**config.mk**
```make
export PLATFORM = sky130hd
export DESIGN_NAME = focus_pwm_driver
export DESIGN_NICKNAME = d
export VERILOG_FILES = /design/src/rtl/focus_pwm_driver.sv
export SDC_FILE = /design/constraint.sdc
export NUM_CORES = 1
export LEC_CHECK = 0
export ABC_AREA = 1
export BUFFER_PORTS_ARGS = -buffer_cell sky130_fd_sc_hd__buf_4
export CAP_MARGIN = 20
export CORE_MARGIN = 5
export CORE_UTILIZATION = 30
export DETAILED_ROUTE_END_ITERATION = 16
export GPL_ROUTABILITY_DRIVEN = 0
export PLACE_DENSITY = 0.41
export SLEW_MARGIN = 30
export SYNTH_ARGS = -nofsm -noshare
export SYNTH_HDL_FRONTEND = slang
export SYNTH_SLANG_ARGS = --single-unit
```
**constraint.sdc**
```tcl
create_clock -name clk -period 6.72 [get_ports clk]
set_input_delay 1.344 -clock clk [delete_from_list [all_inputs] [get_ports clk]]
set_output_delay 1.344 -clock clk [all_outputs]
set_load 0.02 [all_outputs]
```
**src/rtl/focus_pwm_driver.sv**
```systemverilog
// Focus actuator H-bridge PWM driver: offset-binary duty (128 = zero) to a
// forward/reverse leg pair with dead time on every start and direction change.
module focus_pwm_driver #(
    parameter int PRESCALE    = 4,
    parameter int DEAD_CYCLES = 8
) (
    input  logic       clk,
    input  logic       reset,
    input  logic       enable,
    input  logic [7:0] duty_in,
    input  logic       duty_valid,
    output logic       drive_a,
    output logic       drive_b,
    output logic       period_start
);
    localparam int PW = (PRESCALE > 1) ? $clog2(PRESCALE) : 1;
    localparam int DW = $clog2(256 * PRESCALE);
    localparam logic [PW-1:0] PRE_ZERO  = PW'(0);
    localparam logic [PW-1:0] PRE_ONE   = PW'(1);
    localparam logic [PW-1:0] PRE_LAST  = PW'(PRESCALE - 1);
    localparam logic [DW-1:0] DEAD_ONE  = DW'(1);
    localparam logic [DW-1:0] DEAD_LOAD = DW'(DEAD_CYCLES);

    typedef enum logic [1:0] {
        S_IDLE = 2'd0,
        S_DEAD = 2'd1,
        S_FWD  = 2'd2,
        S_REV  = 2'd3
    } state_t;

    state_t        state_q, state_d;
    logic [PW-1:0] pre_q, pre_d;
    logic [7:0]    cnt_q, cnt_d;
    logic [7:0]    shadow_q, shadow_d;
    logic [7:0]    active_q, active_d;
    logic [DW-1:0] dead_q, dead_d;
    logic          target_rev_q, target_rev_d;
    logic          drive_a_q, drive_a_d;
    logic          drive_b_q, drive_b_d;
    logic          period_start_q, period_start_d;

    logic          boundary_s;
    logic          dir_rev_s;
    logic [7:0]    mag_s;
    logic          pwm_on_s;

    // Duty buffering and decode; at a boundary the freshly loaded value is used at once.
    always_comb begin
        boundary_s = enable && (pre_q == PRE_ZERO) && (cnt_q == 8'd0);
        shadow_d   = duty_valid ? duty_in : shadow_q;
        if (!enable || boundary_s) begin
            active_d = duty_valid ? duty_in : shadow_q;
        end else begin
            active_d = active_q;
        end
        dir_rev_s = ~active_d[7];
        mag_s     = active_d[7] ? {1'b0, active_d[6:0]} : (8'd128 - active_d);
        pwm_on_s  = ({1'b0, cnt_q} < {mag_s, 1'b0});
    end

    // Prescaler and tick counter, parked at zero while disabled.
    always_comb begin
        if (!enable) begin
            pre_d = PRE_ZERO;
            cnt_d = 8'd0;
        end else if (pre_q == PRE_LAST) begin
            pre_d = PRE_ZERO;
            cnt_d = cnt_q + 8'd1;
        end else begin
            pre_d = pre_q + PRE_ONE;
            cnt_d = cnt_q;
        end
    end

    // Drive state machine; drive states only re-evaluate the command at period boundaries.
    always_comb begin
        state_d      = state_q;
        dead_d       = dead_q;
        target_rev_d = target_rev_q;
        if (!enable) begin
            state_d = S_IDLE;
        end else begin
            case (state_q)
                S_IDLE: begin
                    if (mag_s != 8'd0) begin
                        state_d      = S_DEAD;
                        dead_d       = DEAD_LOAD;
                        target_rev_d = dir_rev_s;
                    end else begin
                        state_d = S_IDLE;
                    end
                end
                S_DEAD: begin
                    if (dead_q == DEAD_ONE) begin
                        state_d = target_rev_q ? S_REV : S_FWD;
                    end else begin
                        dead_d = dead_q - DEAD_ONE;
                    end
                end
                S_FWD, S_REV: begin
                    if (!boundary_s) begin
                        state_d = state_q;
                    end else if (mag_s == 8'd0) begin
                        state_d = S_IDLE;
                    end else if (dir_rev_s != (state_q == S_REV)) begin
                        state_d      = S_DEAD;
                        dead_d       = DEAD_LOAD;
                        target_rev_d = dir_rev_s;
                    end else begin
                        state_d = state_q;
                    end
                end
                default: begin
                    state_d = S_IDLE;
                end
            endcase
        end
    end

    // Outputs follow the next state so dead time is measured exactly on the pins.
    always_comb begin
        drive_a_d      = (state_d == S_FWD) && pwm_on_s;
        drive_b_d      = (state_d == S_REV) && pwm_on_s;
        period_start_d = boundary_s;
    end

    // State registers with synchronous reset.
    always_ff @(posedge clk) begin
        if (reset) begin
            state_q        <= S_IDLE;
            pre_q          <= PRE_ZERO;
            cnt_q          <= 8'd0;
            shadow_q       <= 8'd128;
            active_q       <= 8'd128;
            dead_q         <= DEAD_LOAD;
            target_rev_q   <= 1'b0;
            drive_a_q      <= 1'b0;
            drive_b_q      <= 1'b0;
            period_start_q <= 1'b0;
        end else begin
            state_q        <= state_d;
            pre_q          <= pre_d;
            cnt_q          <= cnt_d;
            shadow_q       <= shadow_d;
            active_q       <= active_d;
            dead_q         <= dead_d;
            target_rev_q   <= target_rev_d;
            drive_a_q      <= drive_a_d;
            drive_b_q      <= drive_b_d;
            period_start_q <= period_start_d;
        end
    end

    assign drive_a      = drive_a_q;
    assign drive_b      = drive_b_q;
    assign period_start = period_start_q;

endmodule

```
After elaboration in Yosys (flattened, before gate mapping):

Index checks and enable logic that the tools add are counted.

* $add $sub $neg: 4
* order comparisons: 1
* eq/ne operators: 13
* mux-type cells: 22
* bitwise operators: 2
* reductions and logical operators: 17

Operators by type and width (number)
* $mux 10: 5
* $pmux 10 s3: 1
* $mux 8: 3
* $logic_not 8->1: 2
* $reduce_and 6->1: 2
* $eq 10x1->1 const B: 1
* $eq 2x2->1 const B: 5
* $mux 2: 5
* $ne 2x2->1 const B: 5
* $sub 10x1->10 const B: 1
* $lt 8x9->1: 1
* $add 8x1->8 const B: 1
* $reduce_bool 8->1: 1
* $sub 8x8->8 const A: 1
* $mux 1: 6
* $pmux 2 s3: 1
* $logic_and 1x1->1: 4
* $logic_not 2->1: 2
* $reduce_or 2->1: 2
* $reduce_or 3->1: 1
* $add 2x1->2 const B: 1
* $eq 2x1->1 const B: 1
* $not 1->1: 2
* $pmux 1 s2: 1
* 4 further kinds: 4

* flip-flop bits (word level): 42
* input bits: 12
* output and inout port bits: 3
* logic and storage cells: 69

Logic depth before layout (Yosys ltp):

Gate-level depths: netlist (run 1).

* word-level depth: 14
* gate-level depth with buffers: 22
* depth with buffers taken out: 21

Worst setup path before layout (run 1):

OpenSTA, ideal clock, no wires.

* kind: input to register
* from: input port enable
* to: register drive_a_q, in the netlist drive_a
* setup time: 0.114 ns
* data arrival time: 3.302 ns
* data required time: 6.606 ns
* setup slack: 3.304 ns
* stages on the path: 20
* path buffers: 2
* path through: buf_6 -> inv_6 -> nor2_4 -> inv_2 -> o21bai_4 -> buf_6 -> nand2_2 -> nand2_4 -> ha_1 -> nand3_1 -> nor2_1 -> nand2_1 -> nand3_1 -> nand2_1 -> ha_1 -> nand4_1 -> a21oi_1 -> nor2_1 -> nand3_1 -> nor2_1

* word-level cells in the longest chain between the ends: 13
* elaborated cells on any way between the ends: 20
* those cells by class: add/sub (1); order compare (1); eq/ne (2); mux (8); bitwise (1); reduce/logical (7)

Ends and longest elaborated chain
* from (decl): line 9 `input logic enable,`
* $logic_and 1x1->1 (2 in series): line 49 `boundary_s = enable && (pre_q == PRE_ZERO) && (cnt_q == 8'd0);`
* $logic_or 1x1->1: line 51 `if (!enable || boundary_s) begin`
* $mux 8: line 51
* $sub 8x8->8 or $not 1->1 (tied branches): line 57, 56
* $mux 8 or $ne 1x1->1 (tied branches): line 57, 105
* $logic_not 8->1 or $mux 2 (tied branches): line 103, 105
* $mux 2: line 103 `end else if (mag_s == 8'd0) begin`
* $mux 2: line 101 `if (!boundary_s) begin`
* $pmux 2 s3: line 83 `case (state_q)`
* $mux 2: line 80 `if (!enable) begin`
* $eq 2x2->1: line 122 `drive_a_d = (state_d == S_FWD) && pwm_on_s;`
* $logic_and 1x1->1 (*): line 122
* to (signal assigned): line 148 `drive_a_q <= drive_a_d;`
* to (decl): line 38 `logic drive_a_q, drive_a_d;`

Mark *: on every way between the ends. The rest lies on a longest branch, timed or not.
A chain may end at the register's enable or synchronous reset.

Worst setup path after layout (run 1):

* from: input port enable
* to: register drive_b_q, in the netlist drive_b

* word-level cells in the longest chain between the ends: 13
* elaborated cells on any way between the ends: 20
* those cells by class: add/sub (1); order compare (1); eq/ne (2); mux (8); bitwise (1); reduce/logical (7)

Ends and longest elaborated chain
* $logic_and 1x1->1 (2 in series): line 49
* $logic_or 1x1->1: line 51
* $mux 8: line 51
* $sub 8x8->8 or $not 1->1 (tied branches): line 57, 56
* $mux 8 or $ne 1x1->1 (tied branches): line 57, 105
* $logic_not 8->1 or $mux 2 (tied branches): line 103, 105
* $mux 2: line 103
* $mux 2: line 101
* $pmux 2 s3: line 83
* $mux 2: line 80
* $eq 2x2->1: line 123 `drive_b_d = (state_d == S_REV) && pwm_on_s;`
* $logic_and 1x1->1 (*): line 123
* to (signal assigned): line 149 `drive_b_q <= drive_b_d;`
* to (decl): line 39 `logic drive_b_q, drive_b_d;`

Marked as above.

==> results_dict.tcl, run 1 <==
set metrics [dict create \
    outcome "complete, no violations" \
    routedWlPerCell_um 12.2 \
    cpMaxStageDelayCell "o21bai_4" \
    clockBufferDepth 2 \
    min_path_type "reg -> reg" \
    synthArstFlopShare_pct 0 \
    cts_buffers 5 \
    regToRegSetupSlack_ns 3.81 \
    crit_end "drive_b$_SDFF_PP0_" \
    synth.distinct_cells 40 \
    drcViolationCount 0 \
    ctsResizeCount 0 \
    yosysWarnings 0 \
    via_per_inst 4.50 \
    coreArea_mm2 0.00813 \
    drt_iter0_drc 56 \
    ant_nets 0 \
    final.period_utilization_pct 52.5 \
    grt_use_total_pct 12.5 \
    dpl-instance-area_mm2 0.00267 \
    path_max_fanout 12 \
    reg2reg_depth 20 \
    syn_area_mm2 0.00248 \
    final_util_pct 33.9 \
    num_antenna_cells 0 \
    yosysTopAreaCellShare_pct 33.9 \
    startpoint "enable" \
    ios 15 \
    ys_seq_elements 42 \
    syn_avg_cell_area_um2 6.99 \
    fmax_mhz 283 \
    wl_met3_um 237 \
    timing.rr.end "drive_b$_SDFF_PP0_" \
    fin_setup_tns_ns 0 \
    start_util_pct 30.5 \
    place_hpwl_mm 4.36 \
    cts_max_level 2 \
    clock_latency_ns 0.29 \
    die_h_um 101 \
    setup_viol 0 \
    cp_common_cell "nand2_1" \
    path_cells "buf_4 > inv_6 > nor2_4 > inv_2 > o21bai_4 > nand2_1 > nand2_1 > ha_1 > nand3_1 > nor2_1 > nand2_1 > nand3_1 > nand2_1 > ha_1 > nand2_1 > o21ai_0 > nor2_1 > nand3_1 > nor2_1" \
    p_leak_nw 1.23 \
    fin_area_mm2 0.00276 \
    yosysTopAreaCell "dfxtp_1" \
    first_pass_iters 4 \
    placementRows 33 \
    dieWidth_um 101 \
    powerDensity_mw_per_mm2 203 \
    relSlewSlack_pct 63.4 \
    tritoncts "yes" \
    cts_root_buf "clkbuf_8" \
    arrival_ns 3.72 \
    synth_edf_count 0 \
    antenna_found_initial 0 \
    ys_seq_area_share_pct 33.9 \
    grt_max_degree 28 \
    crit_path_max_incr_delay_ns 0.29 \
    hold_viol_final 0 \
    period_needed_ns 3.53 \
    skew_ns 0.00797 \
    tightest_slew_ns 0.549 \
    gr-total-overflow 0 \
    endpoint_kind "flip-flop" \
    fill_cells 903 \
    path_class "in -> reg" \
    yosys-top-cells-area "dfxtp_1 34%, nand2_1 12%, nor2_1 8.3%" \
    critical_path_required_ns 6.91 \
    grt_pass1_vias 2167 \
    maxCapViolCount 0 \
    ir_worst_vdd_v 0.0000643 \
    wl_met2_mm 2.48 \
    cp-start-kind "input port" \
    cts_hold_buffers 0 \
    dr.max_layer_used "met4" \
    portBuffers 14 \
    path_clk_slew_ns 0.08 \
    final_nets 393 \
    num_vias 2131 \
    r2r_start "cnt_q[0]$_SDFFE_PP0P_" \
    drv_slew 0 \
    drt-met1-wl_mm 2.99 \
    whs_path_depth 2 \
    syn_inst 355 \
    area_delta_synth_final_pct 11.3 \
    routed_wl_mm 5.78 \
    drive_gt1_share_pct 14.4 \
    synthFlopType "dfxtp_1" \
    post_cts_buffers 0 \
    synth_most_common_cell "nand2_1" \
    ys_top_cells_by_count "78 x nand2_1, 55 x nor2_1, 42 x dfxtp_1" \
    grt_pass1_wl_mm 10.2 \
    rsz0062_at_grt "no" \
    syn-num-nets 380 \
    hold_ws_ns 0.457 \
    clock_sinks 42 \
    fp.dieArea_mm2 0.0102 \
]
[power breakdown]
group	internal, mW	switching, mW	leakage [nW]	total [mW]
clock	0.0831	0.0894	0.0482	0.173
sequential	0.260	0.00531	0.344	0.265
combinational	0.0437	0.0782	0.838	0.122
total	0.387	0.173	1.23	0.560
[cells in the final DEF (no fill, tap or decap), types with 2 or more instances in the layout]
| cell type | Yosys | layout |
|---|---|---|
| dfxtp_1 | 42 | 42 |
| clkbuf_8 | 0 | 6 |
| xnor2_1 | 3 | 3 |
| inv_2 | 3 | 3 |
| mux2i_1 | 2 | 2 |
| o21ai_1 | 3 | 3 |
| nand2_4 | 3 | 3 |
| nor3b_1 | 3 | 3 |
| nand2_2 | 8 | 8 |
| nor2_4 | 2 | 2 |
| nand2_1 | 78 | 78 |
| nor2_1 | 55 | 55 |
| o21bai_1 | 2 | 2 |
| o21ai_2 | 2 | 2 |
| or2_2 | 4 | 4 |
| a21oi_1 | 20 | 20 |
| o21ai_0 | 7 | 7 |
| nor2_2 | 3 | 3 |
| ha_1 | 13 | 13 |
| xor2_1 | 6 | 6 |
| inv_1 | 35 | 35 |
| nand4_1 | 2 | 2 |
| nor3_1 | 6 | 6 |
| nand3_2 | 2 | 2 |
| buf_4 | 1 | 14 |
| nand3_1 | 29 | 29 |
| o21a_1 | 2 | 2 |
| and3_1 | 2 | 2 |
[critical path, delay by kind of cell]
kind	cells	cell delay, ns
simple gates	12	1.13
compound gates	2	0.45
buf+inv	3	0.27
fa+ha+maj	2	0.51
[sequential cells by signal, indices dropped and copies added (netlist names)]
signal,cells
target_rev_q,1
shadow_q,8
drive_a,1
cnt_q,8
active_q,8
drive_b,1
pre_q,2
dead_q,10
period_start,1
state_q,2
[cell families (layout without fill, tap and decap cells)]
family,after synthesis,count (layout),share of synthesized area (%)
compound gates,39,39,9.33
simple gates,202,202,38.0
mux,2,2,0.807
buf+inv,48,62,8.22
fa+ha+maj,13,13,6.56
flops,42,42,33.9
xor+xnor,9,9,3.18
[how the worst min path moves through the flow]
stage,slack (ns),startpoint,end
3_5_place_dp,0.45,shadow_q[7]$_SDFF_PP1_,shadow_q[7]$_SDFF_PP1_
5_1_grt,0.49,pre_q[0]$_SDFF_PP0_,pre_q[0]$_SDFF_PP0_
3_3_place_gp,0.44,shadow_q[7]$_SDFF_PP1_,shadow_q[7]$_SDFF_PP1_
4_1_cts,0.46,pre_q[0]$_SDFF_PP0_,pre_q[0]$_SDFF_PP0_
2_1_floorplan,0.42,shadow_q[7]$_SDFF_PP1_,shadow_q[7]$_SDFF_PP1_
6_report,0.46,shadow_q[7]$_SDFF_PP1_,shadow_q[7]$_SDFF_PP1_
[per-stage QoR]
stage | power, mW | instances | setup WS (ns)
floorplan | 0.367 | 355 | 3.30
global placement | 0.396 | 466 | 2.89
detailed placement | 0.395 | 466 | 2.84
global route | 0.599 | 474 | 2.79
CTS | 0.571 | 474 | 3.14
finish | 0.560 | 474 | 3.19
[cell type report]
cell class / instances / area (um2) / area share [%]
Tap cell: 105 / 131 / 4.76
Multi-Input combinational cell: 265 / 1440 / 52.0
Timing Repair Buffer: 14 / 105 / 3.81
Inverter: 40 / 155 / 5.62
Clock inverter: 1 / 5.00 / 0.181
Sequential cell: 42 / 841 / 30.5
Clock buffer: 7 / 86.3 / 3.13
[layer usage]
metal / vias to the layer above / global-route usage [%]
li1: 1151 / -
met1: 954 / 17.2
met2: 19 / 20.0
met3: 7 / 2.70
met4: 0 / 3.07
met5: - / 0
Power figures use the tool's default switching activity.
==> run 2, diff against run 1 <==
Settings changed: PLACE_DENSITY 0.41 to 0.43.
Clock period 6.72 ns to 3.2 ns, I/O delays scaled along.
==> run 2 against run 1 <==
  * Clock skew rose by 0.0044 ns
  * Global-route usage fell by 0.42 points
  * Clock power rose by 140%
  * Critical endpoint unchanged
  * Cell area rose by 2.5%
  * First-iteration DRC count fell by 1.8%
  * Register-to-register slack got worse by 3.4 ns
  * Die area did not move
  * Sequential power rose by 110%
  * Worst hold slack got worse by 0.0070 ns
  * Via count rose by 0.56%
  * Non-clock buffer count rose by 6
==> results_dict.tcl, run 2 (synthesis gave the netlist of run 1 again) <==
set metrics [dict create \
    hold_start "pre_q[0]$_SDFF_PP0_" \
    endpoint_kind "flip-flop" \
    startpoint "cnt_q[1]$_SDFFE_PP0P_" \
    p_switching_mw 0.373 \
    placementRows 33 \
    p_total_mw 1.25 \
    fin_setup_tns_ns 0 \
    hold_viol_final 0 \
    area_delta_synth_final_pct 14.0 \
    largest_reg_flops 10 \
    cts_max_level 2 \
    drcViolationCount 0 \
    fp.dieArea_mm2 0.0102 \
    ant_nets 0 \
    cts_root_buf "clkbuf_8" \
    maxCapViolCount 0 \
    path_clk_slew_ns 0.08 \
    cp_common_cell "nand2_1" \
    path_max_fanout 6 \
    cpMaxStageDelayCell "dfxtp_1" \
    crit_family "simple AND/OR/NAND/NOR gates" \
    regArea_um2 841 \
    antenna_found_initial 0 \
    num_vias 2143 \
    intPower_mw 0.879 \
    clockBufferDepth 2 \
    ir_worst_vdd_v 0.000185 \
    cp-start-kind "flip-flop" \
    dieWidth_um 101 \
    via_per_inst 4.46 \
    place_hpwl_mm 4.34 \
    p_leak_nw 1.26 \
    gr-total-overflow 0 \
    tritoncts "yes" \
    rsz0062_at_grt "no" \
    first_pass_iters 4 \
    drive_gt1_share_pct 15.7 \
    cts_buffers 5 \
    powerDensity_mw_per_mm2 443 \
    start_util_pct 30.5 \
    path_cells "inv_1 > ha_1 > nand2_1 > nor2_4 > inv_2 > o21bai_4 > buf_4 > nand2_1 > o21ai_1 > nand2_1 > o21bai_1 > nand2_1 > nand2_1 > inv_1 > ha_1 > a21oi_1 > o21ai_0 > nor2_1 > nand3_1 > nor2_1" \
    grt_max_degree 28 \
    drt_iter0_drc 55 \
    num_antenna_cells 0 \
    layout_commonest_cell "nand2_1" \
    swShare_pct 29.8 \
    power_frac_seq_pct 44.5 \
    clock_sinks 42 \
    arrival_ns 3.07 \
    period_needed_ns 2.84 \
    crit_path_max_incr_delay_ns 0.35 \
    routed_wl_mm 5.80 \
    fill_cells 879 \
    multi_input_area_mm2 0.00144 \
    final_nets 399 \
    pwr-share-comb_pct 21.7 \
    tightest_slew_ns 0.533 \
    final.period_utilization_pct 88.7 \
    fmax_mhz 352 \
    setup_viol 0 \
    ios 15 \
    regMostFlops "dead_q" \
    die_h_um 101 \
    mostFrequentLayoutCells "78 x nand2_1, 55 x nor2_1, 42 x dfxtp_1, 35 x inv_1, 29 x nand3_1" \
    grt_use_total_pct 12.1 \
    cts_hold_buffers 0 \
    grt_pass1_wl_mm 9.90 \
    crit_buf_inv 4 \
    coreArea_mm2 0.00813 \
    drv_slew 0 \
    path_class "reg -> reg" \
    critical_path_required_ns 3.43 \
    skew_ns 0.0124 \
    portBuffers 14 \
    min_path_type "reg -> reg" \
    r2r_start "cnt_q[1]$_SDFFE_PP0P_" \
    clock_latency_ns 0.30 \
    pwr-share-clk_pct 33.8 \
    outcome "complete, no violations" \
    routedWlPerCell_um 12.1 \
    relSlewSlack_pct 64.5 \
    grt_pass1_vias 2078 \
]
==> run 2: routing by layer <==
| layer | vias up | wire length (um) | GRT usage, % |
|---|---|---|---|
| li1 | 1165 | - | - |
| met1 | 945 | 2940 | 16.4 |
| met2 | 26 | 2560 | 19.2 |
| met3 | 7 | 234 | 2.63 |
| met4 | 0 | 73 | 3.68 |
| met5 | - | 0 | 0 |
==> run 2: worst paths after layout <==
| kind | end | slack [ns] | depth (start not counted) |
|---|---|---|---|
| worst max-delay path | drive_b$_SDFF_PP0_ | 0.36 | 20 |
| worst min-delay path | pre_q[0]$_SDFF_PP0_ | 0.45 | 1 |
| worst max register to register | drive_b$_SDFF_PP0_ | 0.36 | 20 |
| worst min register to register | pre_q[0]$_SDFF_PP0_ | 0.45 | 1 |
==> run 2: power groups by stage <==
| stage | Clock, mW | Combinational (mW) | Sequential [mW] |
|---|---|---|---|
| 3_3_place_gp | 0 | 0.266 | 0.570 |
| 5_1_grt | 0.466 | 0.311 | 0.560 |
| 4_1_cts | 0.448 | 0.269 | 0.557 |
| 3_5_place_dp | 0 | 0.267 | 0.570 |
| 6_report | 0.423 | 0.272 | 0.557 |
| 2_1_floorplan | 0 | 0.202 | 0.568 |
==> run 2: final cells by class <==
class | count | area share, %
clock buffer | 6 | 2.57
clock inverter | 2 | 1.33
inverter | 40 | 5.49
multi-input combinational | 265 | 50.9
sequential | 42 | 29.7
tap | 105 | 4.65
timing repair buffer | 20 | 5.31
==> run 2: metrics by stage <==
stage	worst slack [ns]	instances	cell area [um2]	util (%)	hold slack, ns
5_1_grt	0.00290	480	2830	34.8	0.474
3_3_place_gp	0.133	468	2680	33.0	0.438
3_5_place_dp	0.0302	468	2680	33.0	0.443
4_1_cts	0.186	476	2790	34.3	0.457
6_report	0.362	480	2830	34.8	0.450
2_1_floorplan	0.488	355	2480	-	0.424
==> run 2: timing repair <==
item,CTS,global route
buffers inserted,0,4
gates resized for setup,0,1
endpoints found under the setup margin,0,11
==> run 3, diff against run 2 <==
Settings changed: BUFFER_PORTS_ARGS -buffer_cell sky130_fd_sc_hd__buf_4 to unset, CORE_ASPECT_RATIO set to 1.1, DONT_BUFFER_PORTS set to 1, PLACE_DENSITY 0.43 to 0.41.
==> run 3 against run 2 <==
  * Die area is essentially flat
  * First-iteration DRC count shrank 5.5%
  * Power shrank 8.4%
  * Largest power group unchanged
  * Largest cell class unchanged
  * Sequential cell count is the same
==> results_dict.tcl, run 3 (synthesis gave the netlist of run 1 again) <==
set metrics [dict create \
    drt-met1-wl_mm 2.91 \
    via_per_inst 4.46 \
    setup_viol 0 \
    grt_use_total_pct 11.6 \
    clock_sinks 42 \
    path_cells "inv_1 > ha_1 > nand2_1 > nor2_4 > inv_2 > o21bai_4 > nand2_1 > nand2_1 > ha_1 > nand3_1 > nor2_1 > nand2_1 > nand3_1 > nand2_1 > ha_1 > nand2_1 > o21ai_0 > nor2_1 > nand3_1 > nor2_1" \
    first_pass_iters 4 \
    grt_pass1_vias 1989 \
    endpoint_kind "flip-flop" \
    num_vias 2079 \
    cts_buffers 5 \
    min_path_type "in -> reg" \
    drt_iter0_drc 52 \
    tritoncts "yes" \
    area_delta_synth_final_pct 8.53 \
    final.period_utilization_pct 91.3 \
    reg2reg_depth 20 \
    gr-total-overflow 0 \
    mostFrequentLayoutCells "78 x nand2_1, 55 x nor2_1, 42 x dfxtp_1, 35 x inv_1, 29 x nand3_1" \
    wl_met2_mm 2.39 \
    largest_reg_flops 10 \
    place_hpwl_mm 4.33 \
    hold_viol_final 0 \
    grt_max_degree 28 \
    drive_gt1_share_pct 12.0 \
    layout_commonest_cell "nand2_1" \
    maxCapViolCount 0 \
    final_nets 384 \
    clock_latency_ns 0.29 \
    dieWidth_um 96.7 \
    crit_buf_inv 2 \
    min_to "dead_q[6]$_SDFFE_PP0P_" \
    dp.cells 456 \
    drcViolationCount 0 \
    portBuffers 0 \
    r2r_start "cnt_q[1]$_SDFFE_PP0P_" \
    cp_common_cell "nand2_1" \
    ir_worst_vdd_v 0.000158 \
    num_antenna_cells 0 \
    arrival_ns 3.15 \
    hold_start "reset" \
    fin_setup_tns_ns 0 \
    ios 15 \
    fill_cells 908 \
    crit_path_max_incr_delay_ns 0.35 \
    cp-start-kind "flip-flop" \
    tightest_slew_ns 0.521 \
    finalNonFillerCells 466 \
    cts_root_buf "clkbuf_8" \
    wl_met3_um 281 \
    regArea_um2 841 \
    ant_nets 0 \
    routed_wl_mm 5.65 \
    critical_path_required_ns 3.43 \
    powerDensity_mw_per_mm2 426 \
    routedWlPerCell_um 12.1 \
    cts_max_level 2 \
    fp.dieArea_mm2 0.0102 \
    grt_pass1_wl_mm 9.88 \
    fmax_mhz 342 \
    skew_ns 0.00747 \
    p_leak_nw 1.18 \
    path_max_fanout 5 \
    placementRows 34 \
    drv_slew 0 \
    antenna_found_initial 0 \
    start_util_pct 31.0 \
    path_class "reg -> reg" \
    crit_family "simple AND/OR/NAND/NOR gates" \
    dr.max_layer_used "met4" \
    die_h_um 105 \
    final_util_pct 33.7 \
    multi_input_area_mm2 0.00144 \
    regMostFlops "dead_q" \
    cpMaxStageDelayCell "dfxtp_1" \
    regToRegSetupSlack_ns 0.28 \
    hold_ws_ns 0.412 \
    path_clk_slew_ns 0.08 \
    timing.rr.end "drive_b$_SDFF_PP0_" \
    whs_path_depth 1 \
    coreArea_mm2 0.00800 \
    outcome "complete, no violations" \
    relSlewSlack_pct 65.3 \
    startpoint "cnt_q[1]$_SDFFE_PP0P_" \
    clockBufferDepth 2 \
    rsz0062_at_grt "no" \
    period_needed_ns 2.92 \
]
run 3: area by class of cell:
| type | instances | share of cell area [%] |
|---|---|---|
| Clock buffer | 6 | 3.07 |
| Inverter | 40 | 5.76 |
| Multi-Input combinational cell | 265 | 53.5 |
| Sequential cell | 42 | 31.2 |
| Tap cell | 108 | 5.02 |
| Timing Repair Buffer | 5 | 1.39 |
run 3: stage by stage:
| step | worst slack (ns) | cell area (um2) | total power [mW] |
|---|---|---|---|
| floorplan | 0.488 | 2480 | 0.770 |
| global placement | 0.145 | 2570 | 0.813 |
| detailed placement | 0.0615 | 2570 | 0.811 |
| CTS | 0.0298 | 2660 | 1.16 |
| global route | 0.00875 | 2690 | 1.22 |
| finish | 0.277 | 2690 | 1.15 |
run 3: how the worst max path moves through the flow:
stage	slack (ns)	cells after the start	endpoint
3_3_place_gp	0.15	18	drive_a$_SDFF_PP0_
6_report	0.28	20	drive_b$_SDFF_PP0_
2_1_floorplan	0.49	20	drive_a$_SDFF_PP0_
3_5_place_dp	0.06	20	drive_b$_SDFF_PP0_
4_1_cts	0.03	20	drive_b$_SDFF_PP0_
5_1_grt	0.009	21	drive_b$_SDFF_PP0_
run 3: what timing repair did:
action / CTS / global route
setup endpoints to repair: 0 / 13
buffers inserted: 0 / 4
hold buffers: 0 / 0
gates resized for setup: 0 / 1
run 3: report_power, final:
| part | total [mW] | internal (mW) | switching, mW |
|---|---|---|---|
| registers | 0.558 | 0.546 | 0.0121 |
| logic | 0.244 | 0.0890 | 0.155 |
| clock network | 0.345 | 0.167 | 0.178 |
| total | 1.15 | 0.802 | 0.345 |
run 3: metal layers:
layer  GRT usage [%]  up-vias
li1                -     1135
met4            3.31        0
met2            17.6       27
met5               0        -
met3            3.50        6
met1            15.8      911
